### src/rtl/intersection_sequencer.sv
// -----------------------------------------------------------------------------
// intersection_sequencer
//   Traffic-light sequencer for a main road crossed by a side street.
//   Phases cycle MG -> MY -> SG -> SY -> MG. Main green is held for a minimum
//   of 2*tbase cycles and then until side-street demand is seen. Side green
//   runs tbase cycles and may be extended once by text cycles if a vehicle is
//   still present at the end of the base period.
//
// Parameters
//   tbase : side-green base time in cycles; main-green minimum is 2*tbase (1..15)
//   tyel  : yellow time in cycles, either road (1..31)
//   text  : single side-green extension in cycles, 0 disables (0..31)
//
// Ports
//   clk        in   1  rising-edge clock
//   reset      in   1  asynchronous active-low reset
//   side_st    in   1  side-street vehicle sensor (level, synchronous)
//   main_light out  2  main lamp: 1 red, 2 yellow, 3 green
//   side_light out  2  side lamp, same encoding
//   phase      out  2  0 MG, 1 MY, 2 SG, 3 SY
// -----------------------------------------------------------------------------
module intersection_sequencer #(
  parameter int tbase = 6,
  parameter int tyel  = 2,
  parameter int text  = 3
) (
  input  logic       clk,
  input  logic       reset,
  input  logic       side_st,
  output logic [1:0] main_light,
  output logic [1:0] side_light,
  output logic [1:0] phase
);

  typedef enum logic [1:0] {
    MG = 2'd0,
    MY = 2'd1,
    SG = 2'd2,
    SY = 2'd3
  } phase_t;

  localparam logic [1:0] LAMP_RED = 2'd1;
  localparam logic [1:0] LAMP_YEL = 2'd2;
  localparam logic [1:0] LAMP_GRN = 2'd3;

  // Terminal counts: each phase ends on the edge where count equals these.
  localparam logic [4:0] MG_LAST  = 5'(2 * tbase - 1);
  localparam logic [4:0] YEL_LAST = 5'(tyel - 1);
  localparam logic [4:0] SG_LAST  = 5'(tbase - 1);
  localparam logic [4:0] EXT_LAST = (text > 0) ? 5'(text - 1) : 5'd0;
  localparam bit         EXT_EN   = (text > 0);

  phase_t     state_q, state_d;
  logic [4:0] count_q, count_d;
  logic       req_q, req_d;
  logic       ext_q, ext_d;
  logic [1:0] main_d, side_d;

  // NOTE: every signal gets a default before the case so no path can leave
  // one unassigned, which would otherwise infer a latch.
  always_comb begin
    state_d = state_q;
    count_d = count_q + 5'd1;
    req_d   = req_q;
    ext_d   = ext_q;

    case (state_q)
      MG: begin
        if (side_st) req_d = 1'b1;
        if (count_q == MG_LAST) begin
          count_d = count_q;  // saturate: minimum served, wait for demand
          if (req_q || side_st) begin
            state_d = MY;
            count_d = 5'd0;
          end
        end
      end

      MY: begin
        if (side_st) req_d = 1'b1;
        if (count_q == YEL_LAST) begin
          state_d = SG;
          count_d = 5'd0;
          req_d   = 1'b0;  // demand is being served; clear wins over a new set
        end
      end

      SG: begin
        if (ext_q) begin
          if (count_q == EXT_LAST) begin
            state_d = SY;
            count_d = 5'd0;
            ext_d   = 1'b0;
          end
        end else if (count_q == SG_LAST) begin
          if (side_st && EXT_EN) begin
            ext_d   = 1'b1;  // one extension only: ext_q blocks a second one
            count_d = 5'd0;
          end else begin
            state_d = SY;
            count_d = 5'd0;
          end
        end
      end

      SY: begin
        if (count_q == YEL_LAST) begin
          state_d = MG;
          count_d = 5'd0;
        end
      end

      default: begin
        state_d = MG;
        count_d = 5'd0;
      end
    endcase

    // Lamps are decoded from the next phase and registered, so they change on
    // the same edge as phase and never glitch through a shared non-red state.
    main_d = LAMP_RED;
    side_d = LAMP_RED;
    case (state_d)
      MG:      main_d = LAMP_GRN;
      MY:      main_d = LAMP_YEL;
      SG:      side_d = LAMP_GRN;
      SY:      side_d = LAMP_YEL;
      default: main_d = LAMP_GRN;
    endcase
  end

  // NOTE: sequential state uses non-blocking assignments so all registers
  // update together from the values seen before the edge.
  always_ff @(posedge clk or negedge reset) begin
    if (!reset) begin
      state_q    <= MG;
      count_q    <= 5'd0;
      req_q      <= 1'b0;
      ext_q      <= 1'b0;
      main_light <= LAMP_GRN;
      side_light <= LAMP_RED;
    end else begin
      state_q    <= state_d;
      count_q    <= count_d;
      req_q      <= req_d;
      ext_q      <= ext_d;
      main_light <= main_d;
      side_light <= side_d;
    end
  end

  assign phase = state_q;

endmodule

### config.mk
export PLATFORM = sky130hd
export DESIGN_NAME = intersection_sequencer
export DESIGN_NICKNAME = d
export VERILOG_FILES = /design/src/rtl/intersection_sequencer.sv
export SDC_FILE = /design/constraint.sdc
export NUM_CORES = 1
export LEC_CHECK = 0
export ABC_AREA = 1
export CAP_MARGIN = 20
export CELL_PAD_IN_SITES_DETAIL_PLACEMENT = 1
export CELL_PAD_IN_SITES_GLOBAL_PLACEMENT = 2
export CORE_ASPECT_RATIO = 1.75
export CORE_MARGIN = 2
export CORE_UTILIZATION = 29
export CTS_BUF_LIST = sky130_fd_sc_hd__clkbuf_2 sky130_fd_sc_hd__clkbuf_4 sky130_fd_sc_hd__clkbuf_8
export CTS_CLUSTER_DIAMETER = 80
export DETAILED_ROUTE_END_ITERATION = 7
export PLACE_DENSITY_LB_ADDON = 0.08
export SETUP_SLACK_MARGIN = 0.2
export SYNTH_ARGS = -nofsm -noshare
export SYNTH_HDL_FRONTEND = slang
export SYNTH_SLANG_ARGS = --single-unit
### constraint.sdc
create_clock -name clk -period 1.33 [get_ports clk]
set_input_delay 0.133 -clock clk [delete_from_list [all_inputs] [get_ports clk]]
set_output_delay 0.133 -clock clk [all_outputs]
set_load 0.1 [all_outputs]
== After elaboration in Yosys (flattened, before gate mapping) ==
Index checks and enable logic that the tools add are counted.

* Bits in registers: 13
* Bits in latches: 0
* Bits in writable memories: 0
* Memory bits (read-only): 0
* Input bits: 3
* Output and inout port bits: 6
* Memories kept: 0

* $add $sub $neg: 1
* Multiply operators: 0
* Divide/modulo/power cells: 0
* Magnitude comparators: 0
* Equal/unequal tests: 11
* Shift-type cells: 0
* Mux-type cells: 25
* Bitwise gates (word level): 0
* Reductions and logical operators: 5

{| class="wikitable"
|+ Operators by type and width
! cell !! count
|-
| 5-bit 2-to-1 mux || 6
|-
| 2-bit 2-to-1 mux || 8
|-
| 5-bit one-hot mux with 3 select lines || 1
|-
| 2-bit equality test (second input constant) || 4
|-
| 2-bit one-hot mux with 2 select lines || 2
|-
| 2-bit one-hot mux with 4 select lines || 1
|-
| 1-bit 2-to-1 mux || 6
|-
| 5-bit by 1-bit adder with 5-bit output (second input constant) || 1
|-
| 5-bit by 1-bit equality test with 1-bit output (second input constant) || 1
|-
| 5-bit by 2-bit equality test with 1-bit output (second input constant) || 1
|-
| 5-bit by 3-bit equality test with 1-bit output (second input constant) || 1
|-
| 5-bit by 4-bit equality test with 1-bit output (second input constant) || 1
|-
| 2-bit by 1-bit equality test with 1-bit output (second input constant) || 2
|-
| 2-bit logical NOT || 2
|-
| 3-bit != test (second input constant) || 1
|-
| 1-bit one-hot mux with 2 select lines || 1
|-
| 2-bit nonzero test || 1
|-
| 2-bit OR reduction || 1
|-
| 1-bit logical OR || 1
|}

== Logic depth before layout (Yosys ltp) ==
* Depth in word-level cells: 6
* Mapped depth: 11

== Least setup slack after synthesis ==
No wires, ideal clock.

* Kind: reg-to-reg
* Start point: register state_q[0] (netlist: phase[0])
* End point: register count_q[3]
* Library setup time: 117 ps
* Arrival time: 1,674 ps
* Data required time: 1,213 ps
* Slack: -461 ps
* Stages on the path, launching flop included: 8
* Path buffers: 0
* Clock period less this slack: 1,791 ps
* Cells stage by stage: dfrtp_1 inv_1 nand2_1 inv_1 nand2_2 nand2_2 nand2_1 nand2_1

* Cells in the longest elaborated chain, start to end: 3
* Elaborated cells on any way between the ends: 7

{| class="wikitable"
|+ RTL lines
! item !! line !! text
|-
| start: declaration || 53 || <nowiki>phase_t state_q, state_d;</nowiki>
|-
| start signal: assignment || 143 || <nowiki>state_q <= state_d;</nowiki>
|-
| 2-bit equality test / 2-bit by 1-bit equality test with 1-bit output (equally long branches) || 67 || <nowiki>case (state_q)</nowiki>
|-
| 2-bit OR reduction (no source line) || - ||
|-
| 5-bit one-hot mux with 3 select lines || 67 ||
|-
| end signal: assignment || 144 || <nowiki>count_q <= count_d;</nowiki>
|-
| end: declaration || 54 || <nowiki>logic [4:0] count_q, count_d;</nowiki>
|}

Parallel ways exist; a longest one is shown, timed or not.
A chain may end at the register's enable or synchronous reset.

== Final worst setup path ==
* Start point: register count_q[0]
* End point: register count_q[2]

* Cells in the longest elaborated chain, start to end: 4
* Elaborated cells on any way between the ends: 12

{| class="wikitable"
|+ RTL lines
! item !! line !! text
|-
| 5-bit by 1-bit adder with 5-bit output, or another cell as far along || 63 || <nowiki>count_d = count_q + 5'd1;</nowiki>
|-
| 5-bit 2-to-1 mux, on equally long branches || 95, 90 ||
|-
| 5-bit 2-to-1 mux || 89 || <nowiki>if (ext_q) begin</nowiki>
|-
| 5-bit one-hot mux with 3 select lines || 67 ||
|}

Parallel ways exist; a longest one is shown, timed or not.

==> flow_metrics.env <==
export IMPL_synth_net_count=101
export IMPL_worst_slew_margin_rel=0.859
export IMPL_wl_met1_um=733
export IMPL_worstSetupPathType="reg -> reg"
export IMPL_drt_iter0_markers=5
export IMPL_num_vias=691
export IMPL_area_growth_pct=61.9
export IMPL_grt_usage=0.163
export IMPL_wl_met3_um=36
export IMPL_clk_insertion_delay_late_ps=250
export IMPL_cts_hold_repair_buffers=0
export IMPL_first_global_vias=776
export IMPL_die_h_um=70.3
export IMPL_reg2reg_to="count_q[2]"
export IMPL_drive_above_1_share=0.542
export IMPL_yosysWarnings=0
export IMPL_place_hpwl_mm=1.60
export IMPL_cts_tree="done"
export IMPL_rrSetupSlack_ps=-10
export IMPL_wl_per_cell_um=14.4
export IMPL_ys_seq_elements=13
export IMPL_stdcell_count=146
export IMPL_rsz0062_at_grt="yes"
export IMPL_syn_area_per_cell_um2=7.68
export IMPL_clockRootBuffer="clkbuf_8"
export IMPL_fin_nets=127
export IMPL_cts_sinks=13
export IMPL_place_congestion=0.784
export IMPL_synth_seq_area_share=0.451
export IMPL_antenna_cells=0
export IMPL_skew_ps=2.31
export IMPL_cts_buffers=3
export IMPL_whs_ps=196
export IMPL_topRoutingLayerUsed="met4"
export IMPL_die_x_um=41.9
export IMPL_period_needed_ps=1340
export IMPL_syn_cell_area_um2=729
export IMPL_yosysTopAreaCell="dfrtp_1"
export IMPL_r2r_cells=9
export IMPL_setup_violations=3
export IMPL_port_buffers=8
export IMPL_dp_cells=137
export IMPL_arrival_ps=1520
export IMPL_wl_mm=2.11
export IMPL_min_delay_path_class="in -> async"
export IMPL_violations="setup timing"
export IMPL_worst_pin_slew_ps=211
export IMPL_fin_crit_sh=1.01
export IMPL_cp_required_ps=1500
export IMPL_grt_max_degree=14
export IMPL_hold_viol=0
export IMPL_cpPeakStageDelay_ps=460
export IMPL_filler_cell_count=291
export IMPL_start_kind="register"
export IMPL_crit_slowest_cell="dfrtp_2"
export IMPL_antenna_left=0
export IMPL_route_detailed_drc=0
export IMPL_io_pins=9
export IMPL_cts_clk_slew_worst_paths_ps=60
export IMPL_worstPathMaxFanout=4
export IMPL_path_cells="ha_4, inv_2, nor2_4, nand2_2, nand2_1, nand2_1, nand2_2, buf_4, a21oi_1"
export IMPL_coreArea_um2=2430
export IMPL_clock_path_buffers=2
export IMPL_die_area_um2=2950
export IMPL_grt_pass1_wl_mm=3.55
export IMPL_row_count=24
export IMPL_initial_core_util=0.300
export IMPL_synth_top_area_share=0.343
export IMPL_synthTopCellsByArea="dfrtp_1 34%, nand2_1 13%, dfstp_2 11%, inv_1 8.7%, nand3_1 6.2%"
export IMPL_first_pass_iters=2
export IMPL_endpoint_kind="register"
export IMPL_grt_remaining_overflow=0
export IMPL_met2RoutedLength_mm=1.29
export IMPL_r2r_start="count_q[0]"
export IMPL_maxCapViolCount=0
export IMPL_antenna_found_initial=0
export IMPL_synth_cell_types=19
export IMPL_cts_htree_levels=1
export IMPL_syn_inst=95
export IMPL_slew_violations=0
export IMPL_fmax_ghz=0.744
export IMPL_outcome="complete, but fails checks"
export IMPL_fin_setup_tns_ps=-19.3
export IMPL_fin_ws_ps=-14.3
export IMPL_vias_per_cell=4.73
## worst max path at each step
stage,from,end,slack (ps)
floorplan,phase[0],count_q[0],50
global placement,count_q[1],count_q[1],-50
detailed placement,count_q[4],ext_q,-70
CTS,count_q[1],count_q[1],-70
global route,count_q[0],count_q[0],-110
finish,count_q[0],count_q[2],-10
## through the flow
stage | utilization | setup slack [ps] | cell area [µm²]
floorplan | - | 46.9 | 744
global placement | 0.403 | -46.1 | 980
detailed placement | 0.403 | -72.7 | 980
CTS | 0.456 | -69.4 | 1110
global route | 0.486 | -112 | 1180
finish | 0.486 | -14.3 | 1180
## state kept, by name (all words and copies together), names as in the netlist
signal and count:
count_q 5, ext_q 1, phase 2, req_q 1, main_light 2, side_light 2
## Yosys cell counts
| cell | number |
|---|---|
| o21ai_0 | 2 |
| inv_1 | 17 |
| nand2_2 | 2 |
| nor2_1 | 9 |
| nand2_1 | 25 |
| o211ai_1 | 1 |
| nor2_2 | 1 |
| inv_2 | 1 |
| buf_2 | 1 |
| a21oi_2 | 1 |
| nand4_1 | 1 |
| dfstp_2 | 3 |
| xor2_1 | 3 |
| ha_1 | 3 |
| nand3_1 | 9 |
| a21oi_1 | 2 |
| o31ai_1 | 1 |
| nand3b_1 | 3 |
| dfrtp_1 | 10 |
## critical path: cells and delay by family (launching register included)
family	cells	cell delay, ps
DFF	1	460
adders and majority gates	1	180
AOI/OAI and AO/OA	1	110
buffers and inverters	2	200
and+or+nand+nor	5	310
## per-layer routing
metal / vias to the layer above / global-route usage
met2: 7 / 0.314
met3: 4 / 0.0233
li1: 343 / -
met4: 0 / 0.0753
met5: - / 0
met1: 337 / 0.162
## area by class of cell
cell class / instances / area [µm²] / area share
Multi-Input combinational cell: 63 / 445 / 0.377
Tap cell: 26 / 32.5 / 0.0275
Sequential cell: 13 / 342 / 0.289
Inverter: 18 / 67.6 / 0.0572
Clock buffer: 4 / 48.8 / 0.0413
Timing Repair Buffer: 22 / 245 / 0.208
## what timing repair did
item                       CTS  global route
setup endpoints to repair   13            13
setup buffers                4             1
gates resized for setup     17            19
pin swaps                    8             5
## cells by family after synthesis
logic type      after synthesis  share of synthesized area
compound gates                7                     0.0600
xor+xnor                      3                     0.0360
flops                        13                      0.451
buf+inv                      19                     0.0995
fa+ha+maj                     3                     0.0515
simple gates                 50                      0.302
## cell usage in the layout (no fill, tap or decap)
cell type         n
a21oi_1           2
a21oi_2           1
buf_12            6
buf_4            14
clkbuf_4          1
clkbuf_8          3
clkdlybuf4s50_1   2
dfrtp_1           4
dfrtp_2           4
dfrtp_4           2
dfstp_2           3
ha_4              3
inv_1            12
inv_2             6
nand2_1          17
nand2_2           9
nand2_4           1
nand3_1           6
nand3_2           3
nand3b_1          3
nand4_1           1
nor2_1            4
nor2_2            3
nor2_4            3
o211ai_1          1
o21ai_2           2
o31ai_2           1
xor2_1            3
Power is not shown: default switching activity piles up to over one toggle a cycle in this logic, so the estimate is an artifact.
